<file path="config.mk">
export PLATFORM = sky130hd
export DESIGN_NAME = rtc_bus_scheduler
export DESIGN_NICKNAME = d
export VERILOG_FILES = /design/src/rtl/rtc_pkg.sv /design/src/rtl/rtc_phase_timer.sv /design/src/rtl/rtc_bus_scheduler.sv
export SDC_FILE = /design/constraint.sdc
export NUM_CORES = 1
export LEC_CHECK = 0
export CORE_UTILIZATION = 45
export CTS_CLUSTER_DIAMETER = 200
export DETAILED_ROUTE_END_ITERATION = 8
export GPL_ROUTABILITY_DRIVEN = 1
export GPL_TIMING_DRIVEN = 0
export PLACE_DENSITY = 0.67
export SLEW_MARGIN = 20
export SYNTH_ARGS = -nofsm -noshare
export SYNTH_HDL_FRONTEND = slang
export SYNTH_SLANG_ARGS = --single-unit
export TNS_END_PERCENT = 5
</file>
<file path="constraint.sdc">
create_clock -name clock -period 2.95 [get_ports clock]
set_input_delay 0.59 -clock clock [delete_from_list [all_inputs] [get_ports clock]]
set_output_delay 0.59 -clock clock [all_outputs]
set_load 0.01 [all_outputs]
</file>
<file path="src/rtl/rtc_pkg.sv">
// Shared definitions for the RTC bus scheduler: FSM encoding, poll address map,
// snapshot layout and the per-state bus drive decode.
package rtc_pkg;

    typedef enum logic [2:0] {
        ST_IDLE,
        ST_A_SETUP,
        ST_A_STROBE,
        ST_A_HOLD,
        ST_D_SETUP,
        ST_D_STROBE,
        ST_D_HOLD
    } bus_state_e;

    localparam int N_POLL = 9;
    localparam int SNAP_W = 8 * N_POLL;

    // seg, min, hora, dia, mes, anno, tseg, tmin, thora
    localparam logic [7:0] POLL_ADDR [N_POLL] = '{
        8'h21, 8'h22, 8'h23, 8'h24, 8'h25, 8'h26, 8'h41, 8'h42, 8'h43
    };

    // Field 0 (seg) occupies the top byte of the snapshot.
    function automatic int snap_lsb(input int field);
        return SNAP_W - 8 * (field + 1);
    endfunction

    typedef struct packed {
        logic       ad;
        logic       cs_n;
        logic       rd_n;
        logic       wr_n;
        logic       oe;
        logic [7:0] dout;
    } bus_out_t;

    localparam bus_out_t BUS_IDLE = '{ad: 1'b1, cs_n: 1'b1, rd_n: 1'b1, wr_n: 1'b1,
                                      oe: 1'b0, dout: 8'h00};

    function automatic bus_out_t bus_drive(input bus_state_e st, input logic is_write,
                                           input logic [7:0] addr, input logic [7:0] data);
        bus_out_t b;
        b = BUS_IDLE;
        case (st)
            ST_A_SETUP, ST_A_HOLD: begin
                b.ad   = 1'b0;
                b.oe   = 1'b1;
                b.dout = addr;
            end
            ST_A_STROBE: begin
                b.ad   = 1'b0;
                b.oe   = 1'b1;
                b.dout = addr;
                b.cs_n = 1'b0;
                b.wr_n = 1'b0;
            end
            ST_D_SETUP, ST_D_HOLD: begin
                b.oe   = is_write;
                b.dout = is_write ? data : 8'h00;
            end
            ST_D_STROBE: begin
                b.oe   = is_write;
                b.dout = is_write ? data : 8'h00;
                b.cs_n = 1'b0;
                b.rd_n = is_write;
                b.wr_n = ~is_write;
            end
            default: ;
        endcase
        return b;
    endfunction

endpackage

</file>
<file path="src/rtl/rtc_phase_timer.sv">
// Bus phase timer: counts 0..T_PHASE-1 and flags the final cycle of a phase.
module rtc_phase_timer #(
    parameter int T_PHASE = 10,
    parameter int CW      = $clog2(T_PHASE)
) (
    input  logic          clock,
    input  logic          reset,
    input  logic          clear,
    input  logic          load,
    input  logic [CW-1:0] load_val,
    output logic          last_cycle
);

    localparam logic [CW-1:0] LAST = CW'(T_PHASE - 1);

    logic [CW-1:0] cnt_q;
    logic [CW-1:0] cnt_d;

    always_comb begin
        cnt_d = cnt_q + 1'b1;
        if (clear) begin
            cnt_d = '0;
        end else if (load) begin
            cnt_d = load_val;
        end else if (cnt_q == LAST) begin
            cnt_d = '0;
        end
    end

    always_ff @(posedge clock) begin
        if (reset) begin
            cnt_q <= '0;
        end else begin
            cnt_q <= cnt_d;
        end
    end

    assign last_cycle = (cnt_q == LAST);

endmodule

</file>
<file path="src/rtl/rtc_bus_scheduler.sv">
// Sequencer/arbiter for the multiplexed RTC bus: periodic 9-register poll sweep into a
// coherent snapshot, with user writes interleaved between poll reads.
//
// state     | meaning
// ----------+----------------------------------------------
// IDLE      | arbitrate: pending write, else next poll read
// A_SETUP   | address on bus, ad=0, strobes high
// A_STROBE  | cs_n/wr_n low to latch the address
// A_HOLD    | address held, strobes high
// D_SETUP   | ad=1; write data driven, or bus released for a read
// D_STROBE  | cs_n plus rd_n or wr_n low; read data captured on last cycle
// D_HOLD    | strobes high, oe as in D_SETUP
module rtc_bus_scheduler #(
    parameter int T_PHASE     = 10,
    parameter int REFRESH_DIV = 1_000_000
) (
    input  logic        clock,
    input  logic        reset,
    input  logic        wr_req,
    input  logic [7:0]  wr_addr,
    input  logic [7:0]  wr_data,
    output logic        wr_ack,
    output logic        busy,
    output logic        sweep_done,
    output logic [71:0] snap,
    output logic        rtc_ad,
    output logic        rtc_cs_n,
    output logic        rtc_rd_n,
    output logic        rtc_wr_n,
    output logic        rtc_oe,
    output logic [7:0]  rtc_dout,
    input  logic [7:0]  rtc_din
);

    import rtc_pkg::*;

    localparam int              RW       = $clog2(REFRESH_DIV);
    localparam logic [RW-1:0]   REF_LAST = RW'(REFRESH_DIV - 1);

    bus_state_e        state_q, state_d;
    logic              is_write_q, is_write_d;
    logic [7:0]        addr_q, addr_d;
    logic [7:0]        data_q, data_d;
    logic [3:0]        idx_q, idx_d;
    logic              sweep_q, sweep_d;
    logic [RW-1:0]     refresh_q, refresh_d;
    logic [7:0]        shadow_q [N_POLL];
    logic [7:0]        shadow_d [N_POLL];
    logic [SNAP_W-1:0] snap_q, snap_d;
    logic              wr_ack_q, wr_ack_d;
    logic              done_q, done_d;
    bus_out_t          bus_q, bus_d;

    logic tick;
    logic phase_last;
    logic phase_clear;

    assign tick        = (refresh_q == REF_LAST);
    assign phase_clear = (state_d != state_q) || (state_q == ST_IDLE);

    rtc_phase_timer #(.T_PHASE(T_PHASE)) u_phase_timer (
        .clock      (clock),
        .reset      (reset),
        .clear      (phase_clear),
        .load       (1'b0),
        .load_val   ('0),
        .last_cycle (phase_last)
    );

    always_comb begin
        state_d    = state_q;
        is_write_d = is_write_q;
        addr_d     = addr_q;
        data_d     = data_q;
        idx_d      = idx_q;
        sweep_d    = sweep_q;
        shadow_d   = shadow_q;
        snap_d     = snap_q;
        wr_ack_d   = 1'b0;
        done_d     = 1'b0;
        refresh_d  = tick ? '0 : refresh_q + 1'b1;

        // A tick during an active sweep is dropped rather than queued.
        if (tick && !sweep_q) begin
            sweep_d = 1'b1;
            idx_d   = '0;
        end

        case (state_q)
            ST_IDLE: begin
                if (wr_req) begin
                    state_d    = ST_A_SETUP;
                    is_write_d = 1'b1;
                    addr_d     = wr_addr;
                    data_d     = wr_data;
                end else if (sweep_q) begin
                    state_d    = ST_A_SETUP;
                    is_write_d = 1'b0;
                    addr_d     = POLL_ADDR[idx_q];
                    data_d     = 8'h00;
                end
            end
            ST_A_SETUP:  if (phase_last) state_d = ST_A_STROBE;
            ST_A_STROBE: if (phase_last) state_d = ST_A_HOLD;
            ST_A_HOLD:   if (phase_last) state_d = ST_D_SETUP;
            ST_D_SETUP:  if (phase_last) state_d = ST_D_STROBE;
            ST_D_STROBE: begin
                if (phase_last) begin
                    state_d = ST_D_HOLD;
                    if (!is_write_q) shadow_d[idx_q] = rtc_din;
                end
            end
            ST_D_HOLD: begin
                if (phase_last) begin
                    state_d = ST_IDLE;
                    if (is_write_q) begin
                        wr_ack_d = 1'b1;
                    end else if (idx_q == 4'd8) begin
                        // Whole snapshot commits in one cycle so the VGA side never sees a mix.
                        for (int i = 0; i < N_POLL; i++) begin
                            snap_d[snap_lsb(i) +: 8] = shadow_q[i];
                        end
                        done_d  = 1'b1;
                        sweep_d = 1'b0;
                    end else begin
                        idx_d = idx_q + 4'd1;
                    end
                end
            end
            default: state_d = ST_IDLE;
        endcase

        bus_d = bus_drive(state_d, is_write_d, addr_d, data_d);
    end

    always_ff @(posedge clock) begin
        if (reset) begin
            state_q    <= ST_IDLE;
            is_write_q <= 1'b0;
            addr_q     <= 8'h00;
            data_q     <= 8'h00;
            idx_q      <= '0;
            sweep_q    <= 1'b0;
            refresh_q  <= '0;
            for (int i = 0; i < N_POLL; i++) shadow_q[i] <= 8'h00;
            snap_q     <= '0;
            wr_ack_q   <= 1'b0;
            done_q     <= 1'b0;
            bus_q      <= BUS_IDLE;
        end else begin
            state_q    <= state_d;
            is_write_q <= is_write_d;
            addr_q     <= addr_d;
            data_q     <= data_d;
            idx_q      <= idx_d;
            sweep_q    <= sweep_d;
            refresh_q  <= refresh_d;
            shadow_q   <= shadow_d;
            snap_q     <= snap_d;
            wr_ack_q   <= wr_ack_d;
            done_q     <= done_d;
            bus_q      <= bus_d;
        end
    end

    assign busy       = (state_q != ST_IDLE);
    assign wr_ack     = wr_ack_q;
    assign sweep_done = done_q;
    assign snap       = snap_q;
    assign rtc_ad     = bus_q.ad;
    assign rtc_cs_n   = bus_q.cs_n;
    assign rtc_rd_n   = bus_q.rd_n;
    assign rtc_wr_n   = bus_q.wr_n;
    assign rtc_oe     = bus_q.oe;
    assign rtc_dout   = bus_q.dout;

endmodule

</file>
### Yosys cells after proc, flatten, opt, wreduce, memory -nomap -nowiden

Memories as Yosys holds them, arrays and structs flattened.
Cells that the tools add are included.

* add/sub/neg operators: 3
* magnitude comparators: 2
* equality and inequality tests: 16
* multiplexer cells: 40
* bitwise logic cells: 6
* reductions and logical operators: 16

Operators by type and width (count)
* 2-to-1 mux 8 bit: 10
* bitwise mux 72 bit: 1
* demux 8 bit (select 4 bit): 1
* 2-to-1 mux 3 bit: 8
* one-hot mux 3 bit (7 select lines): 1
* adder 20 x 1 -> 20 bit (second input constant): 1
* equality test 20 bit (second input constant): 1
* 2-to-1 mux 4 bit: 5
* equality test 3 bit (second input constant): 6
* one-hot mux 9 bit (2 select lines): 1
* equality test 3 x 2 -> 1 bit (second input constant): 4
* 2-to-1 mux 1 bit: 12
* OR reduction 3 bit: 4
* adder 4 x 1 -> 4 bit (second input constant): 2
* equality test 4 bit (second input constant): 2
* equality test 3 x 1 -> 1 bit (second input constant): 2
* OR reduction 2 bit: 3
* greater-or-equal comparator 5 bit (second input constant): 1
* less-than comparator 5 x 1 -> 1 bit (second input constant): 1
* inverter 1 bit: 5
* inverter 4 -> 5 bit: 1
* AND reduction 4 bit: 1
* OR reduction 4 bit: 1
* logical NOT 3 bit: 1
* other kinds (7): 8

* bits in registers: 208
* ROM bits: 128
* bits of input ports: 27
* output and inout port bits: 88
* word-level logic and storage cells: 110
* memories kept: 1

Memories
* (name not given): words 16, bits a word 8, read ports 1, clocked after memory_dff 0, write ports 0, RTL line rtc_bus_scheduler.sv:99 `addr_d = POLL_ADDR[idx_q];`

### Depth between registers and ports, before layout

* depth in word-level cells: 8
* mapped depth: 8

### Modules after synthesis

From an unflattened synthesis, not the netlist that was laid out.

* cells, all modules: 892
* area, all modules: 8001.4 um^2

By module, submodules not included
* rtc_bus_scheduler: instances 1, cells each 867, area an instance 7792.5 um^2
* rtc_phase_timer: instances 1, cells each 25, area an instance 209.0 um^2

### Worst setup path before layout

Ideal clock, no wire load.

* path kind: in2reg
* from: input port wr_req
* to: register bus_q (netlist bit rtc_dout[1])
* library setup time: 0.092 ns
* arrival time: 1.927 ns
* required time: 2.858 ns
* setup slack: 0.930 ns
* cell stages on the path: 5
* path buffers: 1
* path through: clkbuf_1 nor4b_1 o21bai_2 o21ai_0 o32ai_1

* longest elaborated chain between the ends: 5
* elaborated cells between the ends (all ways): 18
* classes of those cells: eq/ne (6); mux (10); reduce/logical (2)

RTL lines
* start: declaration: RTL line rtc_bus_scheduler.sv:19 `input logic wr_req,`
* 2-to-1 mux 3 bit: RTL line rtc_bus_scheduler.sv:91 `if (wr_req) begin`
* one-hot mux 3 bit (7 select lines): RTL line rtc_bus_scheduler.sv:89 `case (state_q)`
* equality test 3 bit (tied with other cells): RTL line rtc_pkg.sv:44 `case (st)`
* OR reduction 3 bit (no source line)
* one-hot mux 9 bit (2 select lines) (*): RTL line rtc_pkg.sv:44
* end signal: assignment: RTL line rtc_bus_scheduler.sv:162 `bus_q <= bus_d;`
* end: declaration: RTL line rtc_bus_scheduler.sv:52 `bus_out_t bus_q, bus_d;`

Mark *: on every way between the ends. The rest lies on a longest branch, timed or not.
A chain may end at the register's enable or synchronous reset.

### Final worst setup path

* from: register state_q[1]
* to: output port busy

* longest elaborated chain between the ends: 1

RTL lines
* start: declaration: RTL line rtc_bus_scheduler.sv:40 `bus_state_e state_q, state_d;`
* start signal: assignment: RTL line rtc_bus_scheduler.sv:151 `state_q <= state_d;`
* nonzero test 3 bit: RTL line rtc_bus_scheduler.sv:166 `assign busy = (state_q != ST_IDLE);`
* end: declaration: RTL line rtc_bus_scheduler.sv:23 `output logic busy,`

Every way passes these cells.

==> impl_metrics.ini <==
[status]
status = finished clean

[setup_path]
worstPathArrival_ps = 2040
crit_type = flop to primary output
cp-end-kind = primary output
slowest_stage = clkdlybuf4s50_1
worstPathCellList = buf_2 > nor3_1 > inv_2 > clkdlybuf4s50_1
critPathRequiredTime_ps = 2360
critical_path.max_stage_delay_ps = 520
crit_fanout = 10
startpoint_type = flop
path_buf_inv = 3
critPathTopFamily = buffers and inverters

[clock_network]
postCtsHoldBufs = 0
clock_path_buffers = 3
cts_made_buffers = 22
cts_tree = built
clk_pin_slew_worst_paths_ps = 60
post_cts_buffers = 0
htree_levels = 1
clk_latency_ps = 490
clockRootBuffer = clkbuf_16
cts_resized = 0
cts_sinks = 208

[power_and_ir_drop]
ir_worst_vdd_uv = 374.8
p_leak_nw = 3.604
powerDensity_nw_per_um2 = 586.3

[yosys]
synth_largest_area_cell = dfxtp_1
syn_avg_cell_area_um2 = 10.20
syn_area_um2 = 7830
synth_flop_cell = dfxtp_1
synth_most_common_cell = dfxtp_1
syn-num-nets = 802
synth_top_cell_area_share = 0.5318
synth-edff-count = 0
synthTopCellsByCount = 208 x dfxtp_1, 89 x nor2_1, 73 x a22o_1
ys_seq_area_frac = 0.5318
async_reset_ff_frac = 0
netlist_top_cells_area = dfxtp_1 53%, a22o_1 8.2%, mux2i_1 7.3%, nor2_1 4.3%, nand2_1 2.1%
synth_cells = 768
synth-seq-cells = 208
yosysWarnings = 0
synth.distinct_cells = 63

[layout]
drive_gt1_frac = 0.08179
diodes = 0
finalNetCount = 938
area_growth_pct = 26.96

[global_route]
use_met2 = 0.3774
grtUsageTotal = 0.2175
grt.met3_usage = 0.02834
grt_max_degree = 14
grt_pass1_wl_um = 31730
grt_busiest_layer = met2
grt_overflow = 0
gr-usage-met1 = 0.2772
grt_pass1_vias = 6348
antenna_found_initial = 0

[sta]
slew_headroom = 0.2755
max_freq_mhz = 379.6
setup_tns_ps = 0
fin_skew_ps = 7.550
holdWs_ps = 456.8
final_hold_viol_count = 0
rsz0062_at_grt = false
finalCritPeriodShare = 0.8931
slew_violations = 0
fin_crit_ps = 2635
finalSetupViolCount = 0
worst_pin_slew_ps = 1079

[placed_design]
hpwlAfterDp_um = 13670
port_buffers = 112
gp_congestion = 0.8454

[worst_hold_path]
hold_class = flop to flop

[detailed_routing]
drt_iter0_drc = 395
vias_per_cell = 5.438
routed_wl_um = 18970
drtAntennaViolNets = 0
vias = 6183
wl_per_cell_um = 16.68
drt_pass1_iterations = 5
drc_errors = 0

[floorplan]
die_y_um = 133.9
start_util = 0.4672
io_pins = 115
fp.coreArea_um2 = 16760
row_count = 47
dieArea_um2 = 17930
die_w_um = 133.9

[run]
max-cap-violations = 0
==> worst min-delay path, cell delays in order, from the launching register on <==
cell	delay, ps
dfxtp_1	300
nand2_1	50
mux2i_1	50
==> kinds of logic after synthesis <==
group                    after synthesis  synth area share
buffers and inverters                 63           0.03484
AO/OA/AOI/OAI                        172            0.1643
adder cells (fa/ha/maj)                7           0.01119
AND/OR/NAND/NOR                      246            0.1683
multiplexers                          57           0.07287
XOR/XNOR                              15           0.01678
flip-flops                           208            0.5318
==> flip-flops by register name, indices dropped and copies added, names as in the netlist, 3 cells and up <==
signal,flops
u_phase_timer.cnt_q,4
snap,72
state_q,3
idx_q,4
addr_q,8
refresh_q,20
data_q,8
rtc_dout,8
shadow_q,72
==> cells in the final DEF (no fill, tap or decap), types with 21 or more instances in the layout <==
| cell type | synthesis | layout |
|---|---|---|
| nand2_1 | 44 | 44 |
| clkbuf_1 | 25 | 31 |
| mux2i_1 | 57 | 57 |
| a22o_1 | 73 | 73 |
| nor2_1 | 89 | 89 |
| dfxtp_1 | 208 | 208 |
| clkdlybuf4s50_1 | 0 | 112 |
| o21ai_0 | 28 | 28 |
| nand3_1 | 29 | 29 |
| buf_2 | 23 | 23 |
| a21oi_1 | 21 | 21 |
| clkbuf_16 | 0 | 23 |
==> final timing paths <==
path,startpoint,slack (ps),cells past startpoint,end
setup / recovery,state_q[1],320,4,busy
hold / removal,shadow_q[67],460,2,shadow_q[67]
setup reg to reg,u_phase_timer.cnt_q[0],420,5,rtc_dout[1]
hold reg to reg,shadow_q[67],460,2,shadow_q[67]
==> power breakdown <==
part           switching (mW)  internal (mW)  total, mW
Clock                    1.06           1.67       2.72
Combinational           0.161         0.0944      0.256
Sequential             0.0126           2.84       2.85
Total                    1.23           4.60       5.83
==> metrics by stage <==
stage | setup WS, ps | std cells | power (mW) | utilization | cell area (um2)
4_1_cts | 100.9 | 1137 | 5.875 | 0.5931 | 9941
3_5_place_dp | 290.3 | 1100 | 3.166 | 0.5505 | 9226
5_1_grt | 212.3 | 1137 | 6.022 | 0.5931 | 9941
2_1_floorplan | 930.2 | 768 | 3.048 | - | 7830
6_report | 315.4 | 1137 | 5.828 | 0.5931 | 9941
3_3_place_gp | 354.5 | 1100 | 3.159 | 0.5505 | 9226
==> final cells by class <==
type | count | area (um2)
Fill cell | 1404 | 6819
Tap cell | 220 | 275.3
Timing Repair Buffer | 112 | 1121
Buffer | 51 | 227.7
Multi-Input combinational cell | 497 | 3393
Clock buffer | 32 | 639.4
Sequential cell | 208 | 4164
Inverter | 12 | 45.04
Clock inverter | 5 | 75.07
==> metal layers <==
| layer | wire, um | vias up |
|---|---|---|
| li1 | - | 3032 |
| met1 | 8324 | 2946 |
| met2 | 9302 | 166 |
| met3 | 909 | 39 |
| met4 | 429 | 0 |
| met5 | 0 | - |
Power figures use the tool's default switching activity.
